==> src/rtl/sensor_frontend.sv <==
// Sensor front end: 2-flop synchronizers and per-bit debouncers for the contacts,
// plus a sliding-window temperature averager. Optional macro SENSOR_FRONTEND_TEMP_HYST_EN
// adds a +/-1 degree dead band to temperature updates once the average is valid.
module sensor_frontend #(
  parameter int unsigned DEBOUNCE_CYCLES = 4,
  parameter int unsigned TEMP_AVG_LOG2   = 2
) (
  input  logic       clk,
  input  logic       rst,
  input  logic [3:0] raw_sensors,
  input  logic [5:0] adc_temp,
  input  logic       adc_valid,
  output logic [3:0] sensors,
  output logic [5:0] temp,
  output logic       temp_valid,
  output logic       change_pulse
);

  localparam int unsigned DEPTH  = 1 << TEMP_AVG_LOG2;
  localparam int unsigned SUM_W  = 6 + TEMP_AVG_LOG2;
  localparam int unsigned FILL_W = TEMP_AVG_LOG2 + 1;

  logic [3:0]               sync1_q, sync2_q;
  logic [3:0]               cnt_q [4];
  logic [3:0]               cnt_d [4];
  logic [3:0]               sensors_q, sensors_d;

  logic [5:0]               win_q [DEPTH];
  logic [TEMP_AVG_LOG2-1:0] ptr_q;
  logic [SUM_W-1:0]         sum_q, sum_d;
  logic [FILL_W-1:0]        fill_q;
  logic                     acc_q;
  logic [5:0]               temp_q, temp_d;
  logic                     tvalid_q, tvalid_d;
  logic                     pulse_q;
  logic [5:0]               avg;
  logic                     full;

  // The counter reaching DEBOUNCE_CYCLES on this edge flips the level and clears.
  always_comb begin
    sensors_d = sensors_q;
    for (int unsigned i = 0; i < 4; i++) begin
      cnt_d[i] = '0;
      if (sync2_q[i] != sensors_q[i]) begin
        if (cnt_q[i] == 4'(DEBOUNCE_CYCLES - 1))
          sensors_d[i] = ~sensors_q[i];
        else
          cnt_d[i] = cnt_q[i] + 4'd1;
      end
    end
  end

  // Modular arithmetic: the intermediate may wrap but the final sum always fits.
  always_comb begin
    sum_d = sum_q + SUM_W'(adc_temp) - SUM_W'(win_q[ptr_q]);
  end

  assign avg  = 6'(sum_q >> TEMP_AVG_LOG2);
  assign full = (fill_q == FILL_W'(DEPTH));

  always_comb begin
    temp_d   = temp_q;
    tvalid_d = tvalid_q;
    if (acc_q && full) begin
      tvalid_d = 1'b1;
`ifdef SENSOR_FRONTEND_TEMP_HYST_EN
      if (!tvalid_q)
        temp_d = avg;
      else if (((avg > temp_q) ? (avg - temp_q) : (temp_q - avg)) >= 6'd2)
        temp_d = avg;
`else
      temp_d = avg;
`endif
    end
  end

  always_ff @(posedge clk) begin
    if (rst) begin
      sync1_q   <= '0;
      sync2_q   <= '0;
      sensors_q <= '0;
      for (int unsigned i = 0; i < 4; i++) cnt_q[i] <= '0;
      for (int unsigned i = 0; i < DEPTH; i++) win_q[i] <= '0;
      ptr_q     <= '0;
      sum_q     <= '0;
      fill_q    <= '0;
      acc_q     <= 1'b0;
      temp_q    <= 6'd15;
      tvalid_q  <= 1'b0;
      pulse_q   <= 1'b0;
    end else begin
      sync1_q   <= raw_sensors;
      sync2_q   <= sync1_q;
      sensors_q <= sensors_d;
      for (int unsigned i = 0; i < 4; i++) cnt_q[i] <= cnt_d[i];
      if (adc_valid) begin
        win_q[ptr_q] <= adc_temp;
        ptr_q        <= ptr_q + TEMP_AVG_LOG2'(1);
        sum_q        <= sum_d;
        if (!full) fill_q <= fill_q + FILL_W'(1);
      end
      acc_q    <= adc_valid;
      temp_q   <= temp_d;
      tvalid_q <= tvalid_d;
      pulse_q  <= (sensors_d != sensors_q) || (temp_d != temp_q);
    end
  end

  assign sensors      = sensors_q;
  assign temp         = temp_q;
  assign temp_valid   = tvalid_q;
  assign change_pulse = pulse_q;

endmodule

==> config.mk <==
export PLATFORM = sky130hd
export DESIGN_NAME = sensor_frontend
export DESIGN_NICKNAME = d
export VERILOG_FILES = /design/src/rtl/sensor_frontend.sv
export SDC_FILE = /design/constraint.sdc
export NUM_CORES = 1
export LEC_CHECK = 0
export ABC_AREA = 1
export BUFFER_PORTS_ARGS = -buffer_cell sky130_fd_sc_hd__buf_2
export CAP_MARGIN = 20
export CORE_AREA = 2 2 84 78
export DETAILED_ROUTE_END_ITERATION = 8
export DIE_AREA = 0 0 86 80
export GPL_ROUTABILITY_DRIVEN = 0
export PLACE_DENSITY = 0.88
export REMOVE_ABC_BUFFERS = 1
export SLEW_MARGIN = 40
export SYNTH_ARGS = -nofsm -noshare
export SYNTH_HDL_FRONTEND = slang
export SYNTH_SLANG_ARGS = --single-unit
==> constraint.sdc <==
create_clock -name clk -period 4.2 [get_ports clk]
set_input_delay 0.42 -clock clk [delete_from_list [all_inputs] [get_ports clk]]
set_output_delay 0.42 -clock clk [all_outputs]
set_load 0.03 [all_outputs]
After elaboration in Yosys (flattened, before gate mapping)
Memory sizes are Yosys's and may differ from the RTL's. A register that Yosys moved wholly into a read port is not among the register bits.
Index checks and enable logic that the tools add are counted.
Widths: inputs -> output; s select.
{"block": "totals", "wordCells": 76, "out_inout_bits": 12, "input_bits": 13, "mem_count": 2, "ff_bits": 34, "mem_bits_rw": 40}
{"block": "op_classes", "reduce_logical": 4, "bitwise_logic": 9, "n_eq_ne": 11, "mux": 32, "add_sub_neg": 8}
{"memory": "win_q", "words": 4, "word_bits": 6, "rd": 1, "rd_clocked_by_memory_dff": 1, "wr": 4, "line": "28", "source": "logic [5:0] win_q [DEPTH];"}
{"memory": "cnt_q", "words": 4, "word_bits": 4, "rd": 4, "rd_clocked_by_memory_dff": 0, "wr": 4, "line": "24", "source": "logic [3:0] cnt_q [4];"}
{"operator": "$mux 4", "n": 12}
{"operator": "$add 4x1->4 const B", "n": 4}
{"operator": "$eq 4x2->1 const B", "n": 4}
{"operator": "$mux 1", "n": 15}
{"operator": "$mux 6", "n": 2}
{"operator": "$add 8x6->8", "n": 1}
{"operator": "$sub 8x6->8", "n": 1}
{"operator": "$mux 2", "n": 3}
{"operator": "$ne 6x6->1", "n": 1}
{"operator": "$reduce_or 6->1", "n": 1}
{"operator": "$not 1->1", "n": 5}
{"operator": "$ne 1x1->1", "n": 4}
{"operator": "$ne 4x4->1", "n": 1}
{"operator": "$or 1x1->1", "n": 4}
{"operator": "$add 3x1->3 const B", "n": 1}
{"operator": "$eq 3x3->1 const B", "n": 1}
{"operator": "$add 2x1->2 const B", "n": 1}
{"operator": "$reduce_and 2->1", "n": 1}
{"operator": "$logic_and 1x1->1", "n": 1}
{"operator": "$logic_or 1x1->1", "n": 1}

Depth between registers and ports, before layout
{"block": "logic_depth", "ltp_word": 5, "depth_mapped": 18, "mapped_depth_nobuf": 17}

Least setup slack after synthesis
No wires, ideal clock.
{"block": "synth_path", "path_kind": "reg-to-reg", "start": "register with a tool-made name", "end": "register sum_q[6]", "path_slack_ns": 1.773, "path_buffers": 1, "setup_ns": 0.122, "arrival_time_ns": 2.305, "path_stages_with_launch": 15, "synth_period_minus_slack_ns": 2.427, "required_ns": 4.078, "cell_sequence": "dfxtp_1 -> inv_1 -> clkbuf_1 -> nor2_1 -> o22ai_1 -> fa_1 -> fa_1 -> inv_1 -> nand2_1 -> nand2_1 -> nand2_1 -> nand2_1 -> nand2_1 -> a21oi_1 -> o21ai_0"}
{"item": "to (signal assigned)", "line": "99", "source": "sum_q <= sum_d;"}
{"item": "to (decl)", "line": "30", "source": "logic [SUM_W-1:0] sum_q, sum_d;"}

==> results_dict.tcl <==
set metrics [dict create \
    cp.required_ps 4470 \
    r2r-end "sum_q[6]$_SDFFE_PP0P_" \
    place_area_um2 3660 \
    synth_edf_count 24 \
    p_leak_uw 0.00176 \
    min_to "sync1_q[2]$_SDFF_PP0_" \
    ys_ff_latch 76 \
    core_area_um2 5980 \
    hold_violations 0 \
    detail_route.wirelength_um 6500 \
    fin_ws_ps 1420 \
    tightest_slew_ps 596 \
    outcome "completed" \
    synthArstFlopShare_pct 0 \
    critPathTopFamily "adder cells" \
    grt_usage_pct 21.4 \
    rrSetupSlack_ps 1420 \
    crit_path_frequent_cell "nand2_1" \
    fp.dieH_um 80 \
    finalSetupViolations 0 \
    yosysSeqAreaShare_pct 50.4 \
    cts.repair.resized 0 \
    cts.clk_slew.worst_paths_ps 80 \
    vias 2649 \
    finalNetCount 470 \
    holdPathStages 3 \
    intPower_uw 1200 \
    postSynthCellCount 410 \
    path_cells "inv_1 > o21ai_0 > o22ai_1 > fa_1 > fa_1 > inv_1 > nand2_1 > nand2_1 > nand2_1 > nand2_1 > nand2_1 > nand3_1 > nand2_1 > o21ai_0" \
    synth_cell_types 30 \
    cp_slowest_stage_delay_ps 530 \
    p_comb_share_pct 25.9 \
    sw_frac_of_total_pct 33.2 \
    drt_iter0_markers 149 \
    cp_num_buf_inv 2 \
    drv_slew 0 \
    cts_tree "built" \
    wire_per_inst_um 12.6 \
    setup_tns_ps 0 \
    core.rowCount 27 \
    ir_drop_uv 247 \
    drcViolationCount 0 \
    hold_path.startpoint "raw_sensors[2]" \
    grt_pass1_wl_um 11300 \
    initial_utilization_pct 58.4 \
    fin_skew_ps 12.1 \
    seqPwrFrac_pct 47.7 \
    p_sw_uw 599 \
    post-place-ws_ps 1440 \
    worstPathMaxFanout 13 \
    die_x_um 86 \
    synth.avg_cell_area_um2 8.52 \
    antenna_found_initial 0 \
    first_pass_iters 4 \
    synthFlopType "dfxtp_1" \
    p_clk_share_pct 26.4 \
    min_period_over_period_pct 66.2 \
    drive_above_1_share_pct 11.3 \
    numClockSinks 76 \
    die_area_um2 6880 \
    final_cell_area_um2 3820 \
    numPortBuffers 24 \
    diodes 0 \
    dp_hpwl_um 4800 \
    grt.overflow.total 0 \
    ant_nets 0 \
    cts-buffers-inserted 9 \
    boundaryPins 25 \
    period_needed_ps 2780 \
    cp-start-kind "flop" \
    cp.arrival_ps 3050 \
    worstSetupPathType "flop to flop" \
    grt_max_degree 23 \
    clock_path_buffers 2 \
    drv_cap 0 \
    htreeDepth 3 \
    yosys_warnings 0 \
    ctsHoldBuffers 0 \
    rsz0062_at_grt "no" \
    hold_class "input pin to flop" \
    slew_headroom_pct 60.2 \
    cts_setup_buffers 0 \
    crit_cells 14 \
    clock_latency_ps 350 \
    area_growth_pct 9.34 \
    root_buffer "clkbuf_8" \
    p_per_area_nw_per_um2 472 \
    viasPerCell 5.15 \
    grt_pass1_vias 2620 \
    clock.fmax_mhz 360 \
    worst_setup_path_end_kind "flop" \
    slowest_stage "dfxtp_1" \
    rr_worst_depth 14 \
    synth_area_um2 3490 \
]
-- cell families (layout without fill, tap and decap cells) --
family | after synthesis | in the layout | synth area share, %
AND/OR/NAND/NOR | 162 | 162 | 19.5
flip-flops | 76 | 76 | 50.4
adder cells (fa/ha/maj) | 20 | 20 | 8.45
XOR/XNOR | 10 | 10 | 2.51
buffers and inverters | 82 | 114 | 9.42
AO/OA/AOI/OAI | 60 | 60 | 9.67
-- Yosys cell counts (2+ instances only) --
cell / instances / area share (%)
inv_2: 2 / 0.21
o211ai_1: 4 / 0.86
o22ai_1: 9 / 1.6
a21oi_1: 13 / 1.9
edfxtp_1: 24 / 21
nor2_4: 3 / 0.97
fa_1: 6 / 3.4
dfxtp_1: 52 / 30
or2_2: 4 / 0.72
inv_1: 71 / 7.6
nand2_1: 46 / 4.9
buf_2: 2 / 0.29
nor2_1: 79 / 8.5
nand3_1: 27 / 3.9
clkbuf_1: 2 / 0.21
xor2_1: 10 / 2.5
ha_1: 14 / 5.0
o21ai_0: 27 / 3.9
a211oi_1: 3 / 0.64
buf_6: 2 / 0.64
-- state kept, by name (all words and copies together), names as in the netlist, 2 cells and up, named ones only --
register / count
win_q: 24
ptr_q: 2
cnt_q: 16
sync1_q: 4
sync2_q: 4
temp: 6
sum_q: 8
sensors: 4
fill_q: 3
-- layout by cell type (no fill, tap or decap), types with 2 or more instances in the layout --
cell        synthesis  layout
a211oi_1            3       2
a21oi_1            13      13
buf_2               2      24
clkbuf_1            2       2
clkbuf_8            0       9
clkinvlp_4          0       2
dfxtp_1            52      52
edfxtp_1           24      24
fa_1                6       6
ha_1               14      14
inv_1              71      71
inv_2               2       2
nand2_1            46      46
nand3_1            27      27
nor2_1             79      79
nor2_4              3       3
o211ai_1            4       4
o21ai_0            27      27
o22ai_1             9       9
or2_2               4       4
xor2_1             10      10
-- metrics by stage --
stage / util (%) / cells / power [uW] / hold slack, ps
floorplan: - / 402 / 1230 / 388
global placement: 61.1 / 498 / 1300 / 390
detailed placement: 61.2 / 498 / 1330 / 392
CTS: 63.9 / 514 / 1810 / 263
global route: 63.9 / 514 / 1930 / 255
finish: 63.9 / 514 / 1800 / 275
-- worst min-delay path, stage by stage --
cell	delay, ps
buf_2	70
inv_1	30
nor2_1	60
-- power by group through the flow --
| stage | Clock, uW | Sequential (uW) | Combinational (uW) |
|---|---|---|---|
| final | 476 | 860 | 467 |
| after global routing | 519 | 866 | 545 |
| after CTS | 483 | 858 | 464 |
| after detailed placement | 0 | 874 | 458 |
| after global placement | 0 | 872 | 433 |
| after floorplan | 0 | 866 | 365 |
-- layer usage --
metal	vias up	wire length (um)	global-route usage [%]
li1	1355	-	-
met1	1218	2940	26.6
met2	62	3130	34.3
met3	14	298	5.89
met4	0	128	10.8
met5	-	0	0
-- worst max-delay path by stage --
stage	from	end
6_report	flop	sum_q[6]$_SDFFE_PP0P_
5_1_grt	flop	sum_q[6]$_SDFFE_PP0P_
4_1_cts	flop	sum_q[6]$_SDFFE_PP0P_
3_5_place_dp	flop	sum_q[6]$_SDFFE_PP0P_
3_3_place_gp	flop	sum_q[6]$_SDFFE_PP0P_
2_1_floorplan	flop	sum_q[6]$_SDFFE_PP0P_
-- final cells by class --
| type | instances | area, um2 |
|---|---|---|
| multi-input combinational | 252 | 1410 |
| clock buffer | 12 | 136 |
| clock inverter | 4 | 26.3 |
| sequential | 76 | 1760 |
| inverter | 74 | 278 |
| timing repair buffer | 24 | 120 |
| fill | 473 | 2160 |
| tap | 72 | 90.1 |
(Power assumes the default switching activity.)
